### config.mk
export PLATFORM = sky130hd
export DESIGN_NAME = note_seq_datapath
export DESIGN_NICKNAME = d
export VERILOG_FILES = /design/src/rtl/note_seq_datapath.sv
export SDC_FILE = /design/constraint.sdc
export NUM_CORES = 1
export LEC_CHECK = 0
export CAP_MARGIN = 20
export CORE_UTILIZATION = 58
export DETAILED_ROUTE_END_ITERATION = 6
export PLACE_DENSITY = 0.8
export SYNTH_ARGS = -nofsm -noshare
export SYNTH_HDL_FRONTEND = slang
export SYNTH_SLANG_ARGS = --single-unit
### constraint.sdc
create_clock -name clk -period 3.2 [get_ports clk]
set_input_delay 0.8 -clock clk [delete_from_list [all_inputs] [get_ports clk]]
set_output_delay 0.8 -clock clk [all_outputs]
set_load 0.02 [all_outputs]
### src/rtl/note_seq_datapath.sv
// Note sequencer datapath: records {octave, note} pairs into a small slot memory,
// plays them back on demand and mirrors every slot change onto a VGA grid via draw requests.
module note_seq_datapath #(
    parameter int ADDR_W = 4,
    parameter int COLS   = 4,
    parameter int CELL_W = 36,
    parameter int CELL_H = 12,
    parameter int GAP    = 4
) (
    input  logic              clk,
    input  logic              reset,
    input  logic [3:0]        note_data,
    input  logic [1:0]        octave_data,
    input  logic              ld_note,
    input  logic              ld_play,
    input  logic              next_note_en,
    input  logic              loop_en,
    input  logic              clear,
    output logic [3:0]        note_out,
    output logic [1:0]        octave_out,
    output logic              note_valid,
    output logic              play_active,
    output logic              busy,
    output logic [ADDR_W:0]   count,
    output logic [ADDR_W-1:0] wr_ptr,
    output logic [7:0]        x_out,
    output logic [6:0]        y_out,
    output logic [2:0]        colour,
    output logic              draw_req,
    input  logic              draw_ack
);

    localparam int DEPTH = 1 << ADDR_W;
    localparam int CNT_W = ADDR_W + 1;

    localparam logic [2:0] COL_NOTE  = 3'b100;
    localparam logic [2:0] COL_PLAY  = 3'b110;
    localparam logic [2:0] COL_BLANK = 3'b000;

    typedef enum logic [1:0] {
        IDLE,
        PLAY,
        CLEAR
    } state_e;

    state_e state_q, state_d;

    logic [ADDR_W-1:0] wr_ptr_q, wr_ptr_d;
    logic [ADDR_W-1:0] rd_ptr_q, rd_ptr_d;
    logic [ADDR_W-1:0] clr_ptr_q, clr_ptr_d;
    logic [CNT_W-1:0]  count_q, count_d;
    logic [3:0]        note_out_q, note_out_d;
    logic [1:0]        octave_out_q, octave_out_d;
    logic              note_valid_q, note_valid_d;
    logic              load_pend_q, load_pend_d;
    logic              clear_pend_q, clear_pend_d;
    logic              draw_req_q, draw_req_d;
    logic [7:0]        x_q, x_d;
    logic [6:0]        y_q, y_d;
    logic [2:0]        colour_q, colour_d;

    logic [5:0]        mem [DEPTH];
    logic              mem_we;
    logic [ADDR_W-1:0] mem_waddr;
    logic [5:0]        mem_wdata;
    logic [5:0]        rd_word;

    logic              draw_done;
    logic              enter_clear;
    logic              set_pend;
    logic              play_go;
    logic              note_go;
    logic              next_go;
    logic              last_rd;
    logic              last_clr;

    logic              draw_new;
    logic [ADDR_W-1:0] draw_slot;
    logic [2:0]        draw_colour;

    function automatic logic [7:0] slot_x(input logic [ADDR_W-1:0] slot);
        int col;
        col = int'(slot) % COLS;
        return 8'(GAP + col * (CELL_W + GAP));
    endfunction

    function automatic logic [6:0] slot_y(input logic [ADDR_W-1:0] slot);
        int row;
        row = int'(slot) / COLS;
        return 7'(GAP + row * (CELL_H + GAP));
    endfunction

    always_ff @(posedge clk) begin
        if (mem_we) begin
            mem[mem_waddr] <= mem_wdata;
        end
    end

    assign rd_word = mem[rd_ptr_q];

    // Request decode; a clear seen while a draw is outstanding is parked until that draw is acked.
    always_comb begin
        draw_done   = draw_req_q & draw_ack;
        enter_clear = (clear | clear_pend_q) & (~draw_req_q | draw_ack);
        set_pend    = clear & draw_req_q & ~draw_ack;
        play_go     = ~clear & ld_play & (count_q != '0) & ~busy;
        note_go     = ~clear & ~ld_play & ld_note & (state_q == IDLE) & ~busy;
        next_go     = ~clear & ~ld_play & ~ld_note & next_note_en & (state_q == PLAY) & ~busy;
        last_rd     = ({1'b0, rd_ptr_q} == (count_q - CNT_W'(1)));
        last_clr    = (clr_ptr_q == '1);
    end

    always_ff @(posedge clk or negedge reset) begin
        if (!reset) begin
            state_q <= IDLE;
        end else begin
            state_q <= state_d;
        end
    end

    always_comb begin
        state_d = state_q;
        if (enter_clear) begin
            state_d = CLEAR;
        end else if (state_q == CLEAR) begin
            if (draw_done && last_clr) begin
                state_d = IDLE;
            end
        end else if (play_go) begin
            state_d = PLAY;
        end else if (next_go && last_rd && !loop_en) begin
            state_d = IDLE;
        end
    end

    always_comb begin
        play_active = (state_q == PLAY);
        busy        = draw_req_q | (state_q == CLEAR);
    end

    always_comb begin
        wr_ptr_d     = wr_ptr_q;
        rd_ptr_d     = rd_ptr_q;
        clr_ptr_d    = clr_ptr_q;
        count_d      = count_q;
        note_out_d   = note_out_q;
        octave_out_d = octave_out_q;
        note_valid_d = note_valid_q;
        load_pend_d  = 1'b0;
        clear_pend_d = clear_pend_q;
        draw_req_d   = draw_req_q & ~draw_ack;
        x_d          = x_q;
        y_d          = y_q;
        colour_d     = colour_q;
        mem_we       = 1'b0;
        mem_waddr    = '0;
        mem_wdata    = '0;
        draw_new     = 1'b0;
        draw_slot    = '0;
        draw_colour  = COL_BLANK;

        // Playback data lands one cycle after the read pointer was loaded.
        if (load_pend_q) begin
            note_out_d   = rd_word[3:0];
            octave_out_d = rd_word[5:4];
            note_valid_d = 1'b1;
        end

        if (enter_clear) begin
            clear_pend_d = 1'b0;
        end else if (set_pend) begin
            clear_pend_d = 1'b1;
        end

        if (enter_clear) begin
            clr_ptr_d    = '0;
            note_valid_d = 1'b0;
            draw_req_d   = 1'b0;
        end else if (state_q == CLEAR) begin
            if (!draw_req_q) begin
                mem_we      = 1'b1;
                mem_waddr   = clr_ptr_q;
                mem_wdata   = '0;
                draw_new    = 1'b1;
                draw_slot   = clr_ptr_q;
                draw_colour = COL_BLANK;
            end else if (draw_done) begin
                if (last_clr) begin
                    count_d      = '0;
                    wr_ptr_d     = '0;
                    rd_ptr_d     = '0;
                    note_valid_d = 1'b0;
                end else begin
                    clr_ptr_d = clr_ptr_q + 1'b1;
                end
            end
        end else if (play_go) begin
            rd_ptr_d    = '0;
            load_pend_d = 1'b1;
            draw_new    = 1'b1;
            draw_slot   = '0;
            draw_colour = COL_PLAY;
        end else if (note_go) begin
            mem_we      = 1'b1;
            mem_waddr   = wr_ptr_q;
            mem_wdata   = {octave_data, note_data};
            wr_ptr_d    = wr_ptr_q + 1'b1;
            if (count_q != CNT_W'(DEPTH)) begin
                count_d = count_q + 1'b1;
            end
            draw_new    = 1'b1;
            draw_slot   = wr_ptr_q;
            draw_colour = COL_NOTE;
        end else if (next_go) begin
            if (last_rd && !loop_en) begin
                note_valid_d = 1'b0;
            end else begin
                rd_ptr_d    = last_rd ? '0 : rd_ptr_q + 1'b1;
                load_pend_d = 1'b1;
                draw_new    = 1'b1;
                draw_slot   = rd_ptr_d;
                draw_colour = COL_PLAY;
            end
        end

        if (draw_new) begin
            draw_req_d = 1'b1;
            x_d        = slot_x(draw_slot);
            y_d        = slot_y(draw_slot);
            colour_d   = draw_colour;
        end
    end

    always_ff @(posedge clk or negedge reset) begin
        if (!reset) begin
            wr_ptr_q     <= '0;
            rd_ptr_q     <= '0;
            clr_ptr_q    <= '0;
            count_q      <= '0;
            note_out_q   <= '0;
            octave_out_q <= '0;
            note_valid_q <= 1'b0;
            load_pend_q  <= 1'b0;
            clear_pend_q <= 1'b0;
            draw_req_q   <= 1'b0;
            x_q          <= '0;
            y_q          <= '0;
            colour_q     <= '0;
        end else begin
            wr_ptr_q     <= wr_ptr_d;
            rd_ptr_q     <= rd_ptr_d;
            clr_ptr_q    <= clr_ptr_d;
            count_q      <= count_d;
            note_out_q   <= note_out_d;
            octave_out_q <= octave_out_d;
            note_valid_q <= note_valid_d;
            load_pend_q  <= load_pend_d;
            clear_pend_q <= clear_pend_d;
            draw_req_q   <= draw_req_d;
            x_q          <= x_d;
            y_q          <= y_d;
            colour_q     <= colour_d;
        end
    end

    assign note_out   = note_out_q;
    assign octave_out = octave_out_q;
    assign note_valid = note_valid_q;
    assign count      = count_q;
    assign wr_ptr     = wr_ptr_q;
    assign x_out      = x_q;
    assign y_out      = y_q;
    assign colour     = colour_q;
    assign draw_req   = draw_req_q;

endmodule

Word level (Yosys, flattened, before mapping)
Memory sizes are Yosys's and may differ from the RTL's. A register that Yosys moved wholly into a read port is not among the register bits.
Index checks and enable logic that the tools add are counted.
{ "totals": {"out_inout_bits": 37, "ram_bits": 96, "regBits": 41, "wordCells": 162, "mem_count": 1, "in_bits": 14} }
{ "memory_table": {"columns": ["name", "depth", "width", "read_ports", "rd_clocked_by_memory_dff", "wr", "line_no", "text"], "rows": [
  ["mem", 16, 6, 1, 1, 1, "62", "logic [5:0] mem [DEPTH];"]
]} }
{ "classes": {"n_bitwise": 26, "mul": 1, "addsub": 7, "reduce_logical": 21, "n_eq_ne": 13, "muxes": 81} }
{ "op_table": {"columns": ["op", "n"], "rows": [
  ["two-way mux 4 bit", 28],
  ["two-way mux 5 bit", 7],
  ["two-way mux 1 bit", 31],
  ["two-way mux 6 bit", 4],
  ["two-way mux 3 bit", 6],
  ["AND 1 bit", 16],
  ["AND reduction 7 bit", 2],
  ["adder 4 x 1 -> 4 bit (second input constant)", 3],
  ["nonzero test 2 bit", 6],
  ["two-way mux 2 bit", 5],
  ["adder 3 x 8 -> 8 bit (first input constant)", 1],
  ["inequality test 2 bit (second input constant)", 4],
  ["adder 3 x 6 -> 7 bit (first input constant)", 1],
  ["NOT 1 bit", 7],
  ["inequality test 3 x 2 -> 1 bit (second input constant)", 2],
  ["AND reduction 6 bit", 1],
  ["adder 5 x 1 -> 5 bit (second input constant)", 1],
  ["equality test 4 x 5 -> 1 bit", 1],
  ["multiplier 2 x 3 -> 5 bit (second input constant)", 1],
  ["inequality test 5 bit (second input constant)", 1],
  ["nonzero test 5 bit", 1],
  ["subtractor 5 x 1 -> 5 bit (second input constant)", 1],
  ["equality test 4 bit (second input constant)", 1],
  ["logical AND 1 bit", 4],
  ["other kinds (11)", 14]
]} }

Logic depth before layout (Yosys ltp)
{ "depth": {"word_depth": 13, "ltp_mapped": 7, "ltp_nobuf": 7} }

Least setup slack after synthesis
No wires, ideal clock.
{ "synth_path": {"kind": "input port to flip-flop", "start": "in ld_play", "end": "mem mem[0][0], enable pin", "path_buffers": 1, "arrival_time_ns": 2.796, "required_ns": 2.795, "setup_time_ns": 0.405, "slack_ns": -0.001, "cell_stages": 6, "cell_sequence": "buf_2 -> nor4b_4 -> a32oi_1 -> nor2_1 -> or2_2 -> a2111oi_0"} }
{ "synth_via": {"elab_chain_cells": 11, "elab_cells_between_ends": 18, "cone_classes": "mux: 10; bitwise: 8"} }
{ "synth_rtl": {"columns": ["element", "line_no", "text"], "rows": [
  ["start, declared", "15", "input logic ld_play,"],
  ["NOT 1 bit", "107", "note_go = ~clear & ~ld_play & ld_note & (state_q == IDLE) & ~busy;"],
  ["AND 1 bit (4 in a row)", "107", null],
  ["two-way mux 1 bit", "203", "end else if (note_go) begin"],
  ["two-way mux 1 bit", "197", "end else if (play_go) begin"],
  ["two-way mux 1 bit", "179", "end else if (state_q == CLEAR) begin"],
  ["two-way mux 1 bit", "175", "if (enter_clear) begin"],
  ["two-way mux 1 bit", "94", "if (mem_we) begin"],
  ["two-way mux 1 bit (implied by the code)", "95", "mem[mem_waddr] <= mem_wdata;"],
  ["end, declared", "62", null]
]} }
Several ways; a longest one is shown, not always the timed one.

Worst setup path after layout
{ "layout_path": {"start": "reg state_q[1]", "end": "out busy"} }
{ "layout_via": {"elab_chain_cells": 2} }
{ "layout_rtl": {"columns": ["element", "line_no", "text"], "rows": [
  ["start, declared", "46", "state_e state_q, state_d;"],
  ["start signal, assigned", "117", "state_q <= state_d;"],
  ["equality test 2 bit", "138", "busy = draw_req_q | (state_q == CLEAR);"],
  ["bitwise OR 1 bit", "138", null],
  ["end, declared", "23", "output logic busy,"]
]} }
Every way passes these cells.

==> key figures <==
Run status
  – Outcome: complete, no violations

STA
  – Count of final hold-check violations: 0
  – Maximum operating frequency: 0.324 GHz
  – Final setup TNS: 0 ps
  – Slew at the pin closest to its max-slew limit: 883 ps
  – Worst Skew: 11.4 ps
  – Unrepaired setup endpoints after global routing: false
  – Tcrit/Tclk final: 96.5%
  – Final worst slack: 113 ps
  – Final Critical Period: 3090 ps
  – Max-slew violation count: 0
  – Final setup vio count: 0
  – Slew Limit Headroom: 41.1%

Yosys
  – Yosys reg bits: 132
  – Post-Syn Instances: 397
  – Yosys top cell by area: edfxtp_1
  – Post-synthesis async set-or-reset flop share: 27.3%
  – Ranking of synthesized cells by area: edfxtp_1 48%, dfrtp_1 15%, mux4_1 7.8%
  – Syn avg cell area: 15.2 sq um
  – Post-synthesis sequential area ratio: 62.5%
  – Most used DFF post-synth: edfxtp_1
  – Post-synth EDFFs: 96
  – Share of the synthesized area in the top cell type: 47.7%
  – Yosys cell types: 53
  – Synth top cells by count: 96 x edfxtp_1, 36 x dfrtp_1, 33 x nor2_1
  – Count leader, synth: edfxtp_1
  – Mapped cell area: 6050 sq um
  – Synth Warn #: 0

GRT
  – Overall Global Routing Usage: 26.9%
  – Vias in the first global route: 3764
  – Largest net degree at the start of global routing: 37
  – Initial antenna violation count: 0
  – Grt ovf: 0
  – First-pass GRT wire length: 20.9 mm

Routing
  – First drt pass iteration count: 5
  – DRC violations left: 0
  – Via count: 3810
  – Post-DRT Antenna Nets: 0
  – DR vias/cell: 6.16
  – Drt initial violations: 335
  – Avg WL per Cell: 21.6 um
  – DRT Wirelength: 13.4 mm

Pwr
  – Power Total: 0.00446 W
  – Worst-case vdd ir drop: 0.337 mV
  – Lkg Pwr: 2.64 nW
  – P per Cell Area: 600 nW/um^2

CTS
  – H-tree depth: 4
  – CTS tree: done
  – Setup bufs post-CTS: 0
  – CTS Buf Count: 17
  – Skew-Pair Late Insertion Delay: 540 ps
  – CTS sink count: 132
  – Root buf cell: clkbuf_8
  – CTS clk-pin slew, worst paths: 60 ps
  – Max Root-Sink Buffers: 2
  – CTS resizes: 0
  – CTS Hold Buffers Added: 0

Critical path
  – Delay-heaviest family, CP: buffers and inverters
  – Crit-path most repeated cell: nand2b_1
  – CP Class: register to primary output
  – Arrival time at the worst endpoint: 2290 ps
  – Crit path max fanout: 12
  – FF-to-FF path depth: 6
  – Max stage delay on crit path: 620 ps
  – Critical path capture point type: primary output
  – Critical-path cell list: nand2b_1, nand2b_1, clkdlybuf4s50_1
  – Worst path slowest cell: clkdlybuf4s50_1
  – Worst path required time: 2400 ps
  – Worst setup SP type: register
  – Worst path depth: 3
  – CP bufs+invs: 1

Finish
  – # diodes: 0
  – Final Core Density: 74.6%
  – Fillcell total: 608
  – Fin area: 7430 sq um
  – Synth-to-Final Area Change: 22.8%
  – Share of post-route cells with drive strength above 1: 21.0%
  – Layout Nets: 492

Flow run
  – Max-cap viol count: 0

Floorplanning
  – Num rows: 36
  – DIE AREA: 10800 sq um
  – Starting Density: 60.8%
  – Core box area: 9950 sq um
  – DIE WIDTH: 104 um
  – # IOs: 51
  – Die height: 104 um

Place
  – Placer Congestion: 0.904
  – Post-Place Cell Area: 6790 sq um
  – PortBufs: 42
  – Detail Placement HPWL: 8.88 mm
  – Place WS: 17.4 ps

Worst hold path
  – Min-Delay Path Class: input pin to async pin
-- layout make-up --
type / instances / area (sq um) / area share (%)
Clock buffer: 20 / 435 / 5.86
Clock inverter: 12 / 201 / 2.71
Inverter: 9 / 33.8 / 0.455
Multi-Input combinational cell: 234 / 2080 / 27.9
Sequential cell: 132 / 3780 / 50.9
Tap cell: 133 / 166 / 2.24
Timing Repair Buffer: 79 / 731 / 9.84
-- worst reg2reg max path: cells and delay by family, from the launching register on --
kind / cells / cell delay, ps
simple gates: 2 / 840
compound gates: 3 / 780
flops: 1 / 560
buf+inv: 1 / 230
-- where the power goes --
group          internal [W]  switching, W  total (W)
combinational      0.000178      0.000240   0.000418
sequential          0.00189     0.0000558    0.00195
clock               0.00137      0.000722    0.00209
total               0.00344       0.00102    0.00446
-- registers in the layout, indices dropped and copies added (netlist names), 2 cells and up --
register and flops:
mem 96, count 5, clr_ptr_q 4, note_out 4, rd_ptr_q 4, wr_ptr 4
x_out 3, colour 2, octave_out 2, state_q 2, y_out 2
-- metal layers --
metal / up-vias / GRT usage (%) / part of all wire (%)
li1: 1687 / - / -
met1: 1891 / 35.9 / 42
met4: 0 / 10.1 / 1.9
met3: 33 / 7.77 / 8.0
met5: - / 0 / 0
met2: 199 / 42.1 / 48
-- layout by cell type, fill, tap and decap left out, drive strengths merged, types with 8 or more instances in the layout --
master and count:
clkbuf 20, nor2 34, dfrtp 36, conb 8, edfxtp 96, mux2 8, buf 38, mux4 30
nand2 20, o21ai 24, inv 11, xnor2 8, clkdlybuf4s50 41
-- stage by stage --
stage,std cells,hold WS [ps]
after global placement,587,476
after global routing,619,425
after CTS,619,388
final,619,376
after floorplan,404,504
after detailed placement,587,477
-- path summary, 6_finish.rpt --
kind	startpoint	end	slack [ps]
setup / recovery	state_q[1]	busy	110
hold / removal	reset	count[2]	380
setup reg to reg	state_q[1]	mem[8][4]	490
hold reg to reg	colour[1]	colour[1]	500
max in group asynchronous	reset	octave_out[1]	2250
min in group clk	colour[1]	colour[1]	500
-- logic make-up (layout without fill, tap and decap cells) --
| logic type | after synthesis | in the layout | share of synthesized area, % |
|---|---|---|---|
| other | 1 | 8 | 0.0620 |
| buffers and inverters | 38 | 120 | 3.60 |
| AO/OA/AOI/OAI | 65 | 65 | 7.53 |
| XOR/XNOR | 12 | 12 | 1.74 |
| AND/OR/NAND/NOR | 101 | 101 | 8.71 |
| adder cells (fa/ha/maj) | 5 | 5 | 1.03 |
| flip-flops | 132 | 132 | 62.5 |
| multiplexers | 43 | 43 | 14.8 |
(Power assumes the default switching activity.)
